===== src/rtl/pb_debounce_bank.sv =====
// pb_debounce_bank: bank of independent push-button channels, each with a synchroniser,
// debounce FSM, press/release/long-press pulses and a wrap-or-saturate press counter.
module pb_debounce_bank #(
    parameter int NUM_CH      = 4,
    parameter int DELAY       = 5000000,
    parameter int LONG_CYCLES = 100000000,
    parameter int CNT_W       = 8,
    parameter int SATURATE    = 0,
    parameter int SYNC_STAGES = 2
) (
    input  logic                    clock,
    input  logic                    reset,
    input  logic [NUM_CH-1:0]       pb_in,
    input  logic [NUM_CH-1:0]       clear,
    output logic [NUM_CH-1:0]       pb_level,
    output logic [NUM_CH-1:0]       press_pulse,
    output logic [NUM_CH-1:0]       release_pulse,
    output logic [NUM_CH-1:0]       long_pulse,
    output logic [NUM_CH*CNT_W-1:0] count,
    output logic [NUM_CH-1:0]       wrap_pulse
);
    localparam int DW = $clog2(DELAY);
    localparam int LW = $clog2(LONG_CYCLES);
    localparam logic [DW-1:0] DEB_MAX = DW'(DELAY - 1);
    localparam logic [LW-1:0] HOLD_MAX = LW'(LONG_CYCLES - 1);
    localparam logic [CNT_W-1:0] CNT_ONES = '1;

    typedef enum logic [1:0] {IDLE, WAIT_HIGH, PRESSED, WAIT_LOW} state_t;

    for (genvar g = 0; g < NUM_CH; g++) begin : g_ch
        logic [SYNC_STAGES-1:0] sync_q, sync_d;
        state_t state_q, state_d;
        logic [DW-1:0] deb_q, deb_d;
        logic [LW-1:0] hold_q, hold_d;
        logic [CNT_W-1:0] cnt_q, cnt_d;
        logic fired_q, fired_d, press_q, press_d, rel_q, rel_d, long_q, long_d, wrap_q, wrap_d;
        logic s;
        assign s = sync_q[SYNC_STAGES-1];
        always_comb begin
            sync_d  = {sync_q[SYNC_STAGES-2:0], pb_in[g]};
            state_d = state_q;
            deb_d   = deb_q;
            hold_d  = hold_q;
            press_d = 1'b0;
            rel_d   = 1'b0;
            // Long press is judged on the frozen timer too, so a bounce in WAIT_LOW cannot hide it
            long_d  = (state_q == PRESSED || state_q == WAIT_LOW) && hold_q == HOLD_MAX && !fired_q;
            fired_d = fired_q || long_d;
            case (state_q)
                IDLE: if (s) begin
                    state_d = WAIT_HIGH;
                    deb_d   = '0;
                end
                WAIT_HIGH: if (!s) state_d = IDLE;
                else if (deb_q == DEB_MAX) begin
                    state_d = PRESSED;
                    press_d = 1'b1;
                    hold_d  = '0;
                    fired_d = 1'b0;
                end else deb_d = deb_q + DW'(1);
                PRESSED: if (!s) begin
                    state_d = WAIT_LOW;
                    deb_d   = '0;
                end else if (hold_q != HOLD_MAX) hold_d = hold_q + LW'(1);
                default: if (s) state_d = PRESSED;
                else if (deb_q == DEB_MAX) begin
                    state_d = IDLE;
                    rel_d   = 1'b1;
                end else deb_d = deb_q + DW'(1);
            endcase
            wrap_d = !clear[g] && press_q && cnt_q == CNT_ONES && SATURATE == 0;
            cnt_d  = clear[g] ? '0 :
                     !press_q ? cnt_q :
                     cnt_q != CNT_ONES ? cnt_q + CNT_W'(1) :
                     SATURATE != 0 ? cnt_q : '0;
        end
        always_ff @(posedge clock or negedge reset) begin
            if (!reset) begin
                sync_q  <= '0;
                state_q <= IDLE;
                deb_q   <= '0;
                hold_q  <= '0;
                cnt_q   <= '0;
                fired_q <= 1'b0;
                press_q <= 1'b0;
                rel_q   <= 1'b0;
                long_q  <= 1'b0;
                wrap_q  <= 1'b0;
            end else begin
                sync_q  <= sync_d;
                state_q <= state_d;
                deb_q   <= deb_d;
                hold_q  <= hold_d;
                cnt_q   <= cnt_d;
                fired_q <= fired_d;
                press_q <= press_d;
                rel_q   <= rel_d;
                long_q  <= long_d;
                wrap_q  <= wrap_d;
            end
        end
        assign pb_level[g]               = state_q == PRESSED || state_q == WAIT_LOW;
        assign press_pulse[g]            = press_q;
        assign release_pulse[g]          = rel_q;
        assign long_pulse[g]             = long_q;
        assign wrap_pulse[g]             = wrap_q;
        assign count[g*CNT_W +: CNT_W]   = cnt_q;
    end
endmodule


===== config.mk =====
export PLATFORM = sky130hd
export DESIGN_NAME = pb_debounce_bank
export DESIGN_NICKNAME = d
export VERILOG_FILES = /design/src/rtl/pb_debounce_bank.sv
export SDC_FILE = /design/constraint.sdc
export NUM_CORES = 1
export LEC_CHECK = 0
export ABC_CLOCK_PERIOD_IN_PS = 5700
export BUFFER_PORTS_ARGS = -buffer_cell sky130_fd_sc_hd__buf_2
export CAP_MARGIN = 10
export CORE_UTILIZATION = 30
export DETAILED_ROUTE_END_ITERATION = 6
export PLACE_DENSITY = 0.55
export RECOVER_POWER = 25
export SYNTH_ARGS = -nofsm -noshare
export SYNTH_HDL_FRONTEND = slang
export SYNTH_SLANG_ARGS = --single-unit
export TNS_END_PERCENT = 5

===== constraint.sdc =====
create_clock -name clock -period 5.7 [get_ports clock]
set_input_delay 0 -clock clock [delete_from_list [all_inputs] [get_ports clock]]
set_output_delay 0 -clock clock [all_outputs]
set_load 0.1 [all_outputs]

Yosys cells after proc, flatten, opt, wreduce, memory -nomap -nowiden
Index checks and enable logic that the tools add are counted.
{"block": "word_totals", "output_inout_bits": 52, "wordCells": 296, "reg_bits": 268, "input_bits": 10}
{"block": "op_classes", "eq_ne": 64, "n_mux": 116, "add_sub_neg": 12, "reduce_logical": 64}
{"operator": "23-bit two-way mux", "n": 20}
{"operator": "27-bit two-way mux", "n": 16}
{"operator": "23-bit one-hot mux with 3 select lines", "n": 4}
{"operator": "27-bit one-hot mux with 2 select lines", "n": 4}
{"operator": "27-bit by 1-bit adder with 27-bit output, second input constant", "n": 4}
{"operator": "27-bit == test, second input constant", "n": 4}
{"operator": "27-bit inequality test, second input constant", "n": 4}
{"operator": "8-bit two-way mux", "n": 12}
{"operator": "23-bit by 1-bit adder with 23-bit output, second input constant", "n": 4}
{"operator": "23-bit == test, second input constant", "n": 4}
{"operator": "2-bit two-way mux", "n": 24}
{"operator": "2-bit inequality test, second input constant", "n": 21}
{"operator": "8-bit by 1-bit adder with 8-bit output, second input constant", "n": 4}
{"operator": "8-bit == test, second input constant", "n": 4}
{"operator": "1-bit two-way mux", "n": 32}
{"operator": "8-bit inequality test, second input constant", "n": 4}
{"operator": "4-bit AND reduction", "n": 8}
{"operator": "2-bit one-hot mux with 3 select lines", "n": 4}
{"operator": "5-bit AND reduction", "n": 4}
{"operator": "2-bit == test, second input constant", "n": 8}
{"operator": "1-bit logical AND", "n": 16}
{"operator": "2-bit nonzero test", "n": 8}
{"operator": "4-bit nonzero test", "n": 4}
{"operator": "3-bit by 1-bit inequality test with 1-bit output, second input constant", "n": 4}
{"operator": "7 further kinds", "n": 35}

Depth between registers and ports, before layout
Gate-level depths: netlist of run 1.
{"block": "logic_depth", "ltp_word": 8, "depth_mapped": 10}

Least setup slack after synthesis of run 1
No wires, ideal clock.
{"block": "synth_timing", "path_type": "reg-to-reg", "from": "register g_ch[1].hold_q[11]", "to": "register g_ch[1].hold_q[2]", "path_slack_ns": 3.400, "t_arrival_ns": 2.176, "stages_incl_launch_ff": 9, "t_required_ns": 5.576, "synth_period_minus_slack_ns": 2.300, "n_path_buf": 2, "cell_sequence": "dfrtp_1 > or4b_2 > nor4_1 > nand4_1 > nand4b_4 > buf_6 > buf_6 > nor3_1 > a211o_1"}
{"block": "synth_via", "elab_chain_len": 3}
{"item": "from (decl)", "line_no": "34", "rtl": "logic [LW-1:0] hold_q, hold_d;"}
{"item": "from (signal assigned)", "line_no": "93", "rtl": "hold_q <= hold_d;"}
{"item": "27-bit inequality test", "line_no": "64", "rtl": "end else if (hold_q != HOLD_MAX) hold_d = hold_q + LW'(1);"}
{"item": "2-bit inequality test (no source line)"}
{"item": "5-bit AND reduction (no source line)"}
Every way passes these cells.
A chain may end at the register's enable or synchronous reset.

==> results of run 1 <==
==> logic make-up after synthesis <==
kind of cell             share of synthesized area
buffers and inverters                       0.0324
flip-flops                                   0.470
AND/OR/NAND/NOR                              0.296
AO/OA/AOI/OAI                                0.114
XOR/XNOR                                    0.0565
multiplexers                                0.0160
adder cells (fa/ha/maj)                     0.0149
==> power breakdown <==
part / switching [mW] / total, mW / leakage (nW) / internal [mW]
Combinational: 0.351 / 0.490 / 2.73 / 0.139
Sequential: 0.0598 / 2.01 / 3.70 / 1.95
Clock: 0.863 / 2.17 / 0.562 / 1.31
Total: 1.27 / 4.67 / 6.99 / 3.40
==> metrics by stage <==
stage	std cells	power, mW	hold slack [ns]
2_1_floorplan	1544	2.41	-0.296
3_3_place_gp	2149	2.52	0.0610
3_5_place_dp	2149	2.53	0.0588
4_1_cts	2222	4.76	0.0595
5_1_grt	2222	4.90	0.0894
6_report	2222	4.67	0.0521
==> repair_timing <==
item	in CTS	in global routing
hold endpoints to repair	124	0
gates resized for setup	0	0
buffers inserted	0	0
hold buffers	9	0
==> Yosys cell counts (all sizes together), types with 9 or more instances <==
cell and n:
a21oi 51, a31oi 21, and2 22, and3 59, and4 24, buf 31, clkbuf 43, dfrtp 268
ha 17, inv 24, mux2i 15, nand2 168, nand2b 16, nand3 96, nand3b 10, nand4 75
nor2 159, nor2b 10, nor3 20, nor3b 9, nor4 16, nor4b 16, o211ai 15, o21ai 123
o31ai 19, or3 27, or4 15, or4b 11, xnor2 30, xor2 62
==> cell type report <==
cell class	count	area [sq um]
clock inverter	13	121
clock buffer	51	1030
inverter	24	90.1
tap	607	759
fill	4772	30500
multi-input combinational	1178	7110
sequential	268	6710
timing repair buffer	81	472
==> registers in the layout, summed over array words and instances (netlist names), named ones only <==
name          cells
g_ch.sync_q       8
g_ch.deb_q       92
g_ch.rel_q        4
g_ch.state_q      4
g_ch.hold_q     108
g_ch.long_q       4
g_ch.press_q      4
g_ch.fired_q      4
g_ch.wrap_q       4
g_ch.cnt_q       32
==> layer usage <==
metal  GRT usage  part of all wire  vias up
li1            -                 -     5701
met1       0.179              0.47     5636
met2       0.212              0.46      191
met3      0.0237             0.042       56
met4      0.0522             0.025        0
met5           0                 0        -
==> how the worst min path moves through the flow <==
stage	start	to	slack [ns]	depth (start not counted)
after floorplan	reset	asynchronous set/reset pin	-0.30	0
after global placement	reset	g_ch[3].cnt_q[0]	0.06	1
after detailed placement	reset	g_ch[3].cnt_q[0]	0.06	1
after CTS	pb_in[3]	g_ch[3].sync_q[0]	0.06	2
after global routing	pb_in[3]	g_ch[3].sync_q[0]	0.09	2
final	reset	g_ch[3].cnt_q[0]	0.05	2
==> cells in the final DEF (no fill, tap or decap), types with 8 or more instances in the layout <==
master	Yosys	layout
nor3_1	20	20
mux2i_1	15	15
o21ai_0	121	121
nand4_1	75	75
xnor2_1	30	30
o31ai_1	19	19
nand2_1	168	168
buf_2	10	49
a31oi_1	21	21
ha_1	17	17
or3_1	27	27
nor2b_1	10	10
nor4_1	15	15
nor4b_1	15	15
buf_4	16	10
and3_1	59	59
clkbuf_16	0	36
nand2b_1	16	16
nand3b_1	10	10
and4_1	24	24
o211ai_1	15	15
or4_1	14	14
inv_1	24	24
xor2_1	62	62
nor3b_1	9	8
a21oi_1	51	51
dfrtp_1	268	268
nand3_1	96	96
dlygate4sd3_1	0	9
clkbuf_1	43	19
and2_1	22	22
or4b_1	8	8
nor2_1	159	159
==> worst max-delay path, cell delays in order <==
cell and delay [ns]:
dlygate4sd3_1 0.56, buf_8 0.51, clkbuf_2 2.20
==> results.sh, run 1 <==
export IMPL_cp_max_fo=123
export IMPL_synthFlopType="dfrtp_1"
export IMPL_drv_slew=124
export IMPL_dr_pass1_iters=7
export IMPL_p_leak_nw=6.99
export IMPL_worst_pin_slew_ns=3.07
export IMPL_synth_top_area_share=0.470
export IMPL_syn_avg_cell_area_sq_um=9.24
export IMPL_r2r_cells=7
export IMPL_die_height_microns=220
export IMPL_maxCapViolations=1
export IMPL_ys_types=67
export IMPL_boundaryPins=62
export IMPL_netlist_area_sq_mm=0.0143
export IMPL_hpwl_microns=21000
export IMPL_antenna_found_initial=0
export IMPL_setup_worst_path_start_class="primary input"
export IMPL_p_per_area_mw_per_mm2=287
export IMPL_finalCoreUtilization=0.348
export IMPL_grt_pass1_vias=11000
export IMPL_finish_instance_area_sq_mm=0.0163
export IMPL_antenna_left=0
export IMPL_required_ns=5.66
export IMPL_critPathKind="primary input to asynchronous set/reset pin"
export IMPL_final_nets=1615
export IMPL_fin_ws_ns=2.20
export IMPL_synthCells=1544
export IMPL_die_w_microns=220
export IMPL_place_ws_ns=2.77
export IMPL_regToRegStartpoint="g_ch[1].state_q[0]"
export IMPL_numCtsBuffers=35
export IMPL_core_sq_mm=0.0468
export IMPL_dieArea_sq_mm=0.0485
export IMPL_cts_sinks=268
export IMPL_grt_max_degree=124
export IMPL_synth_edf_count=0
export IMPL_ys_seq_area_frac=0.470
export IMPL_fin_crit_ns=3.50
export IMPL_crit_arrival_ns=3.46
export IMPL_timing_critical_path_from="reset"
export IMPL_slew_headroom=-1.05
export IMPL_reg2reg_slack_ns=2.77
export IMPL_tritoncts="built"
export IMPL_synth_fp_nets=1571
export IMPL_finalSetupViolations=0
export IMPL_min_period_over_period=0.615
export IMPL_synth_seq_cells=268
export IMPL_hp_class="primary input to asynchronous set/reset pin"
export IMPL_grtUsageTotal=0.133
export IMPL_wirelength_microns=31700
export IMPL_fp_row_count=79
export IMPL_drc=1
export IMPL_avgRoutedWirePerCell_microns=14.3
export IMPL_cts_root_buffer_cell="clkbuf_16"
export IMPL_insertedDiodeCount=0
export IMPL_max_vdd_ir_drop_mv=0.181
export IMPL_placedInstanceArea_sq_mm=0.0151
export IMPL_gp_congestion=0.787
export IMPL_fmaxAchievable_mhz=285
export IMPL_yosys_top_cells_area="dfrtp_1, nand2_1, o21ai_0, nor2_1, xor2_1"
export IMPL_status="finished, violations left"
export IMPL_overflow=0
export IMPL_vias=11600
export IMPL_r2r_end="g_ch[1].hold_q[5]"
export IMPL_endpoint="g_ch[1].rel_q"
export IMPL_start_util=0.305
export IMPL_clock_skew_final_ns=0.0190
export IMPL_first_iter_violations=759
export IMPL_yosysTopAreaCell="dfrtp_1"
export IMPL_via_per_inst=5.21
export IMPL_rsz0062_at_grt="no"
export IMPL_violations="design-rule violations, max-capacitance violations, max-slew violations"
export IMPL_htree_levels=2
export IMPL_async_reset_ff_frac=1.00
export IMPL_yosys_warnings=0
export IMPL_hold_viol_final=0
export IMPL_grt_first_pass_wirelength_microns=54000
export IMPL_clk_pin_slew_worst_paths_ns=0.05
export IMPL_end_kind="asynchronous set/reset pin"
export IMPL_portBuffers=61
export IMPL_clock_latency_ns=0.55
export IMPL_drive_above_1_share=0.0892
export IMPL_max_clock_path_buffers=3
export IMPL_syn_to_final_growth_pct=14.1
export IMPL_final_setup_tns_ns=0
No activity file was read; power rests on OpenSTA's default activity.
==> run 2, diff against run 1 <==
- ABC_CLOCK_PERIOD_IN_PS: 5700 -> 2900
- PLACE_DENSITY: 0.55 -> 0.56
- clock period: 5.7 -> 2.9 ns (I/O delays scaled with it)
==> results.sh, run 2 (synthesized netlist as in run 1, its figures left out) <==
export IMPL_status="finished, violations left"
export IMPL_violations="design-rule violations, max-capacitance violations, max-slew violations"
export IMPL_insertedDiodeCount=0
export IMPL_postCtsResizedCells=0
export IMPL_finalCoreUtilization=0.355
export IMPL_syn_to_final_growth_pct=16.4
export IMPL_die_w_microns=220
export IMPL_start_util=0.305
export IMPL_cts_sinks=268
export IMPL_reg2reg_slack_ns=0.20
export IMPL_slew_headroom=-0.554
export IMPL_max_vdd_ir_drop_mv=0.363
export IMPL_fin_crit_ns=2.70
export IMPL_regToRegStartpoint="g_ch[1].deb_q[12]"
export IMPL_finalSetupViolations=0
export IMPL_final_nets=1642
export IMPL_placedInstanceArea_sq_mm=0.0153
export IMPL_wirelength_microns=31800
export IMPL_r2r_cells=6
export IMPL_via_per_inst=5.19
export IMPL_min_period_over_period=0.931
export IMPL_fmaxAchievable_mhz=371
export IMPL_fp_row_count=79
export IMPL_place_inst=2177
export IMPL_final_cell_mix="dfrtp_1, nand2_1, nor2_1, o21ai_0, nand3_1"
export IMPL_core_sq_mm=0.0468
export IMPL_boundaryPins=62
export IMPL_die_height_microns=220
export IMPL_fin_cells=2246
export IMPL_crit_arrival_ns=3.14
export IMPL_largest_reg_flops=108
export IMPL_place_ws_ns=0.215
export IMPL_finish_instance_area_sq_mm=0.0166
export IMPL_tritoncts="built"
export IMPL_hpwl_microns=21400
export IMPL_dr_pass1_iters=7
export IMPL_htree_levels=2
export IMPL_regMostFlops="g_ch.hold_q"
export IMPL_avgRoutedWirePerCell_microns=14.1
export IMPL_fin_ws_ns=0.201
export IMPL_layout_commonest_cell="dfrtp_1"
export IMPL_r2r_end="g_ch[1].hold_q[4]"
export IMPL_nFillCells=4662
export IMPL_antenna_found_initial=0
export IMPL_grtUsageTotal=0.134
export IMPL_grt_max_degree=89
export IMPL_gp_congestion=0.800
export IMPL_hp_class="primary input to register"
export IMPL_reg_top3="g_ch.hold_q x108, g_ch.deb_q x92, g_ch.cnt_q x32"
export IMPL_critPathKind="register to register"
export IMPL_vias=11700
export IMPL_cp_max_fo=35
export IMPL_numCtsBuffers=34
export IMPL_clock_latency_ns=0.53
export IMPL_max_clock_path_buffers=3
export IMPL_clk_pin_slew_worst_paths_ns=0.06
export IMPL_hold_viol_final=0
export IMPL_drc=4
export IMPL_worst_pin_slew_ns=2.33
export IMPL_antenna_left=0
export IMPL_dieArea_sq_mm=0.0485
export IMPL_first_iter_violations=790
export IMPL_end_kind="register"
export IMPL_p_per_area_mw_per_mm2=569
export IMPL_drv_slew=86
export IMPL_hold_start="pb_in[2]"
export IMPL_overflow=0
export IMPL_setup_worst_path_start_class="register"
export IMPL_cts_root_buffer_cell="clkbuf_16"
export IMPL_grt_first_pass_wirelength_microns=55100
export IMPL_worstHoldEndpoint="g_ch[2].sync_q[0]"
export IMPL_required_ns=3.35
export IMPL_final_setup_tns_ns=0
export IMPL_clock_skew_final_ns=0.0285
export IMPL_drive_above_1_share=0.113
export IMPL_grt_pass1_vias=11300
export IMPL_p_leak_nw=7.23
export IMPL_maxCapViolations=1
export IMPL_portBuffers=61
export IMPL_rsz0062_at_grt="no"
export IMPL_hold_depth=2
==> run 2: cell types whose count changed in the layout (fill, tap and decap cells not counted), sizes merged <==
cell | previous run | this run
buf | 60 | 99
clkbuf | 63 | 50
bufinv | 1 | 3
clkinvlp | 2 | 0
clkinv | 8 | 7
inv | 26 | 25
==> run 2: layout make-up <==
| class | count | area [sq um] | area share |
|---|---|---|---|
| Inverter | 24 | 90.1 | 0.00542 |
| Tap cell | 607 | 759 | 0.0457 |
| Sequential cell | 268 | 6710 | 0.404 |
| Clock buffer | 49 | 1050 | 0.0631 |
| Timing Repair Buffer | 109 | 738 | 0.0445 |
| Clock inverter | 11 | 156 | 0.00942 |
| Multi-Input combinational cell | 1178 | 7110 | 0.428 |
==> run 2: worst max-delay path, cell delays in order (launching register included) <==
cell and delay, ns:
dfrtp_1 0.45, or4_4 0.55, nand4bb_4 0.23, o21ai_4 0.20, nand4b_4 0.44, or4b_1 0.64, nand3_1 0.11
==> run 2: stage by stage <==
step,hold slack [ns],power [mW]
floorplan,-0.296,4.74
global placement,0.0598,5.06
detailed placement,0.0529,5.08
CTS,0.0869,9.64
global route,0.133,9.93
finish,0.126,9.46
==> run 2: how the worst max path moves through the flow <==
stage | slack, ns | start | cells after the start | to
6_report | 0.20 | g_ch[1].deb_q[12] | 6 | g_ch[1].hold_q[4]
5_1_grt | 0.06 | g_ch[1].deb_q[12] | 6 | g_ch[1].hold_q[18]
4_1_cts | 0.20 | g_ch[1].deb_q[12] | 6 | g_ch[1].hold_q[15]
3_5_place_dp | 0.22 | g_ch[1].deb_q[12] | 6 | g_ch[1].hold_q[26]
3_3_place_gp | 0.29 | g_ch[1].deb_q[12] | 6 | g_ch[1].hold_q[26]
2_1_floorplan | 0.60 | g_ch[1].hold_q[11] | 8 | g_ch[1].hold_q[2]
==> run 2: where the power goes <==
part,internal (mW),leakage [nW],total [mW],switching [mW]
combinational,0.352,2.93,1.07,0.713
clock,2.79,0.600,4.44,1.66
sequential,3.83,3.70,3.95,0.116
==> run 2: timing repair <==
| action | CTS | global route |
|---|---|---|
| hold buffers | 9 | 0 |
| endpoints found under the hold margin | 124 | 0 |
| endpoints found under the setup margin | 0 | 0 |
| setup buffers | 0 | 0 |
==> run 2: metal layers <==
| layer | wire length (microns) | track usage | part of all wire | vias up |
|---|---|---|---|---|
| met1 | 15300 | 0.189 | 0.48 | 5667 |
| met4 | 598 | 0.0386 | 0.019 | 0 |
| met3 | 1210 | 0.0217 | 0.038 | 46 |
| met5 | 0 | 0 | 0 | - |
| li1 | - | - | - | 5744 |
| met2 | 14600 | 0.212 | 0.46 | 194 |
